<file path="src/rtl/byte_word_packer.sv">
// byte_word_packer: packs a valid/ready byte stream into 16-bit words for the
// downstream bit/byte extraction stage, along with a rolling 4-bit bit-select
// index and a delivered-word count. A flush closes a half-filled word with
// PAD_BYTE.
//
// Optional feature: define WORD_PACK_PARITY_EN to add output out_parity, the
// XOR of all 16 data bits, registered alongside data.
//
// Handshake semantics: a transfer happens on a rising edge where valid and
// ready are both high. A producer holds valid and its payload steady until the
// transfer; valid never drops without one. in_ready depends combinationally on
// out_ready so that a word can leave and a new byte can enter on the same edge.
module byte_word_packer #(
    parameter bit         UPPER_FIRST = 1'b1,
    parameter logic [7:0] PAD_BYTE    = 8'h00
) (
    input  logic        clk,
    input  logic        rst,
    input  logic [7:0]  in_byte,
    input  logic        in_valid,
    output logic        in_ready,
    input  logic        flush,
    output logic [15:0] data,
    output logic [3:0]  sel,
    output logic        out_valid,
    input  logic        out_ready,
    output logic        partial,
    output logic [7:0]  word_count
`ifdef WORD_PACK_PARITY_EN
    ,
    output logic        out_parity
`endif
);

    // EMPTY: no byte held. HALF: first byte held. FULL: word waiting downstream.
    typedef enum logic [1:0] {
        EMPTY = 2'd0,
        HALF  = 2'd1,
        FULL  = 2'd2
    } state_t;

    // Kept as a named, typed register so checkers can bind to it directly.
    state_t state;
    state_t state_next;

    logic [7:0]  hold_byte;
    logic        accept;
    logic        deliver;
    logic        load_word;
    logic        load_partial;
    logic [15:0] word_next;

    // Places the first and second byte of a pair according to UPPER_FIRST.
    function automatic logic [15:0] form_word(input logic [7:0] first,
                                              input logic [7:0] second);
        if (UPPER_FIRST)
            return {first, second};
        else
            return {second, first};
    endfunction

    // State register.
    always_ff @(posedge clk) begin
        if (rst)
            state <= EMPTY;
        else
            state <= state_next;
    end

    // Next-state logic; flush only matters in HALF and loses to a real byte.
    always_comb begin
        state_next = state;
        unique case (state)
            EMPTY: if (accept) state_next = HALF;
            HALF:  if (accept || flush) state_next = FULL;
            FULL:  if (deliver) state_next = accept ? HALF : EMPTY;
            default: state_next = EMPTY;
        endcase
    end

    // Output and handshake decode, including what the next word will be.
    always_comb begin
        out_valid    = (state == FULL);
        in_ready     = (state != FULL) || out_ready;
        accept       = in_valid && in_ready;
        deliver      = out_valid && out_ready;
        load_word    = (state == HALF) && (accept || flush);
        load_partial = (state == HALF) && !accept && flush;
        word_next    = form_word(hold_byte, load_partial ? PAD_BYTE : in_byte);
    end

    // Datapath: hold the first byte, capture the formed word, step counters on delivery.
    always_ff @(posedge clk) begin
        if (rst) begin
            hold_byte  <= 8'h00;
            data       <= 16'h0000;
            partial    <= 1'b0;
            sel        <= 4'd0;
            word_count <= 8'd0;
`ifdef WORD_PACK_PARITY_EN
            out_parity <= 1'b0;
`endif
        end else begin
            // A byte entering EMPTY, or FULL while the word leaves, starts a new pair.
            if (accept && state != HALF)
                hold_byte <= in_byte;
            if (load_word) begin
                data    <= word_next;
                partial <= load_partial;
`ifdef WORD_PACK_PARITY_EN
                out_parity <= ^word_next;
`endif
            end
            // The index advances only at delivery, so the next word carries the new value.
            if (deliver) begin
                sel        <= sel + 4'd1;
                word_count <= word_count + 8'd1;
            end
        end
    end

endmodule

</file>
<file path="config.mk">
export PLATFORM = sky130hd
export DESIGN_NAME = byte_word_packer
export DESIGN_NICKNAME = d
export VERILOG_FILES = /design/src/rtl/byte_word_packer.sv
export SDC_FILE = /design/constraint.sdc
export NUM_CORES = 1
export LEC_CHECK = 0
export BUFFER_PORTS_ARGS = -buffer_cell sky130_fd_sc_hd__buf_4
export CAP_MARGIN = 20
export CORE_MARGIN = 3
export CORE_UTILIZATION = 45
export CTS_CLUSTER_SIZE = 30
export DETAILED_ROUTE_END_ITERATION = 8
export HOLD_SLACK_MARGIN = 0.03
export PLACE_DENSITY = 0.7
export SYNTH_ARGS = -nofsm -noshare
export SYNTH_HDL_FRONTEND = slang
export SYNTH_SLANG_ARGS = --single-unit
</file>
<file path="constraint.sdc">
create_clock -name clk -period 3.4 [get_ports clk]
set_clock_uncertainty 0.05 [all_clocks]
set_input_delay 0.68 -clock clk [delete_from_list [all_inputs] [get_ports clk]]
set_output_delay 0.68 -clock clk [all_outputs]
set_load 0.05 [all_outputs]
</file>
# --- Yosys cells after proc, flatten, opt, wreduce, memory -nomap -nowiden ---
# Index checks and enable logic that the tools add are counted.
word_totals:
  ff_bits: 39
  input_bits: 13
  output_inout_bits: 31
  wordCells: 32
classes:
  n_addsub: 2
  n_eq_ne: 7
  muxes: 6
  n_reduce_logical: 11
op_table:
  columns: ["operator", "n"]
  rows:
  - ["$add A8 B1 Y8 const B", 1]
  - ["$mux W8", 1]
  - ["$logic_and A1 B1 Y1", 6]
  - ["$mux W2", 3]
  - ["$ne A2 B1 Y1 const B", 3]
  - ["$pmux W2 S3", 1]
  - ["$add A4 B1 Y4 const B", 1]
  - ["$ne A2 B2 Y1 const B", 2]
  - ["$reduce_and A3 Y1", 1]
  - ["$eq A2 B1 Y1 const B", 1]
  - ["$eq A2 B2 Y1 const B", 1]
  - ["$logic_not A2 Y1", 1]
  - ["$logic_or A1 B1 Y1", 2]
  - ["$logic_not A1 Y1", 1]
  - ["$mux W1", 1]

# --- Depth between registers and ports, before layout ---
depth:
  word_depth: 7
  ltp_mapped: 6
  depth_no_buf: 4

# --- Worst setup path after synthesis ---
# No wires, ideal clock.
synth_path:
  path_kind: "in2out"
  from: "input out_ready"
  to: "output in_ready"
  arrival_ns: 1.369
  required_time_ns: 2.670
  slack_ns: 1.301
  path_stages: 2
  path_buffers: 0
  cell_sequence: "nor3b_2 > inv_2"
synth_between:
  elab_chain_len: 1
synth_lines:
  columns: ["element", "line", "source"]
  rows:
  - ["start, declared", "26", "input logic out_ready,"]
  - ["$logic_or A1 B1 Y1", "84", "in_ready = (state != FULL) || out_ready;"]
  - ["end, declared", "21", "output logic in_ready,"]
# No other way between the ends.

# --- Worst setup path after layout ---
layout_path:
  from: "register state[1]"
  to: "output in_ready"
layout_between:
  elab_chain_len: 2
layout_lines:
  columns: ["element", "line", "source"]
  rows:
  - ["start, declared", "43", "state_t state;"]
  - ["start signal, assigned", "67", "state <= state_next;"]
  - ["$ne A2 B2 Y1", "84", null]
  - ["$logic_or A1 B1 Y1", "84", null]
# No other way between the ends.

==> impl_metrics.json <==
{
  "status": "complete, no violations",
  "yosys.area.top_type": "dfxtp_1",
  "place.gp.congestion": 0.838,
  "cts_resized": 0,
  "worst_pin_slew_ps": 830,
  "critPathLaunchType": "flip-flop",
  "worst_hold_path_type": "flip-flop to flip-flop",
  "postCtsSetupBuffers": 0,
  "rsz0062_at_grt": "false",
  "cap_violations": 0,
  "grt_pass1_vias": 1365,
  "portBuffers": 43,
  "drc": 0,
  "wirelength_um": 3950,
  "worst-setup-path-type": "flip-flop to output port",
  "cts_tree": "yes",
  "period_needed_ps": 2340,
  "final_cell_mix": "45 x buf_4, 39 x dfxtp_1, 32 x a21oi_1",
  "cts_root_buf": "clkbuf_4",
  "antenna_cells": 0,
  "tns_ps": 0,
  "finalNonFillerCells": 267,
  "core_area_um2": 3390,
  "cp.required_ps": 2670,
  "clock-sinks": 39,
  "rows": 21,
  "antenna_found_initial": 0,
  "timing.fmax_ghz": 0.427,
  "ctsHtreeMaxLevel": 2,
  "ys_seq_area_share_pct": 48.3,
  "ys_seq_elements": 39,
  "numCtsBuffers": 5,
  "period_share_pct": 68.9,
  "regArea_um2": 781,
  "vias_per_cell": 5.64,
  "p_leak_nw": 0.822,
  "wl_per_cell_um": 14.8,
  "dp_cells": 259,
  "setup_violations": 0,
  "arrival_ps": 1610,
  "crit_fanout": 10,
  "end_kind": "output port",
  "relSlewSlack_pct": 44.5,
  "grt_pass1_wl_um": 6240,
  "clk-insertion-delay-late_ps": 340,
  "worstRegToRegCells": 3,
  "grt_max_degree": 40,
  "die_w_um": 65.9,
  "postCtsHoldBufs": 0,
  "power_density_nw_per_um2": 415,
  "areaGrowthSynthToFinish_pct": 24.1,
  "ir_worst_vdd_v": 0.000169,
  "synth_cell_types": 33,
  "clockBufferDepth": 2,
  "fill_cells": 305,
  "post-dp-hpwl_um": 2830,
  "syn_nets": 198,
  "overflow": 0,
  "synth_top_area_share_pct": 48.3,
  "postSynthAreaPerCell_um2": 8.83,
  "hold_viol_final": 0,
  "netlist_top_cells_area": "dfxtp_1 48%, a21oi_1 9.9%, o21ai_0 6.2%",
  "die_area_um2": 4350,
  "drive_above_1_share_pct": 27.1,
  "hold_depth": 2,
  "vias": 1507,
  "detail-route-antenna-nets": 0,
  "layout_commonest_cell": "buf_4",
  "drt_first_pass_iters": 4,
  "start_util_pct": 47.7,
  "ios": 44,
  "fp.dieH_um": 65.9,
  "nets": 236,
  "ys_warn_count": 0,
  "multi_input_area_um2": 763,
  "first_iter_violations": 110,
  "maxSlewViolCount": 0,
  "syn_area_um2": 1620,
  "clk_pin_slew_worst_paths_ps": 110,
  "grt.total_usage_pct": 18.6,
  "syn_inst": 183
}
## through the flow
stage / power (mW) / cell area (um2) / hold WS [ps] / util, % / setup slack [ps]
after floorplan: 0.565 / 1620 / 394 / - / 1300
after global placement: 0.597 / 1940 / 408 / 57.3 / 1230
after detailed placement: 0.600 / 1940 / 419 / 57.3 / 1220
after CTS: 0.836 / 2000 / 434 / 59.0 / 1050
after global routing: 0.863 / 2010 / 456 / 59.2 / 956
final: 0.832 / 2010 / 438 / 59.2 / 1060
## flip-flops by register name, indices dropped and copies added (netlist names)
signal and count:
data 16, hold_byte 8, partial 1, sel 4, state 2, word_count 8
## kinds of logic after synthesis
logic type / after synthesis / share of synthesized area [%]
buffers and inverters: 17 / 4.49
XOR/XNOR: 4 / 2.17
AND/OR/NAND/NOR: 56 / 20.9
multiplexers: 2 / 1.24
flip-flops: 39 / 48.3
adder cells (fa/ha/maj): 2 / 1.55
AO/OA/AOI/OAI: 63 / 21.4
## cell usage after synthesis
master / n
dfxtp_1: 39
clkinv_1: 1
nand4_4: 1
nor2b_1: 1
nor3_1: 1
or4_1: 2
a21oi_1: 32
o32a_1: 1
o21ai_0: 20
or3_1: 3
inv_1: 1
mux2i_1: 2
nand2_1: 10
nand2b_1: 1
buf_2: 3
and3b_1: 1
nand4_1: 10
xor2_1: 4
clkbuf_2: 1
inv_2: 1
nand4b_1: 2
nand3_1: 9
clkbuf_1: 9
nor2_1: 9
or3_2: 1
nand3b_2: 1
nor3b_2: 1
ha_1: 2
o31ai_1: 10
buf_4: 1
or2_2: 1
nand2b_4: 1
and2b_2: 1
## report_power, final
| part | switching (mW) | internal [mW] |
|---|---|---|
| Clock | 0.144 | 0.0959 |
| Combinational | 0.0733 | 0.0370 |
| Sequential | 0.0110 | 0.471 |
| Total | 0.228 | 0.604 |
## path summary, 6_finish.rpt
check                                   from  endpoint  slack (ps)
worst min register to register  hold_byte[3]  data[11]         440
worst min-delay path            hold_byte[3]  data[11]         440
worst max register to register      state[1]   data[9]        1630
worst max-delay path                state[1]  in_ready        1060
## worst max-delay path, stage by stage, from the launching register on
cell     delay [ps]
dfxtp_1         550
nor3b_2         230
buf_4           200
inv_2            90
buf_4           200
## layer usage
metal / routed length (um) / GRT usage, % / part of all wire [%] / vias to the layer above
met5: 0 / 0 / 0 / -
met4: 42 / 6.60 / 1.1 / 0
met3: 223 / 5.61 / 5.6 / 6
met2: 1940 / 30.0 / 49 / 46
met1: 1740 / 23.4 / 44 / 714
li1: - / - / - / 741
## area by class of cell
cell class / instances / share of cell area, %
multi-input cells: 127 / 38.0
clock buffers: 6 / 2.56
repair buffers: 45 / 16.8
inverters: 3 / 0.561
clock inverters: 1 / 0.249
flip-flops and latches: 39 / 38.9
well taps: 46 / 2.87
No activity file was read; power rests on OpenSTA's default activity.
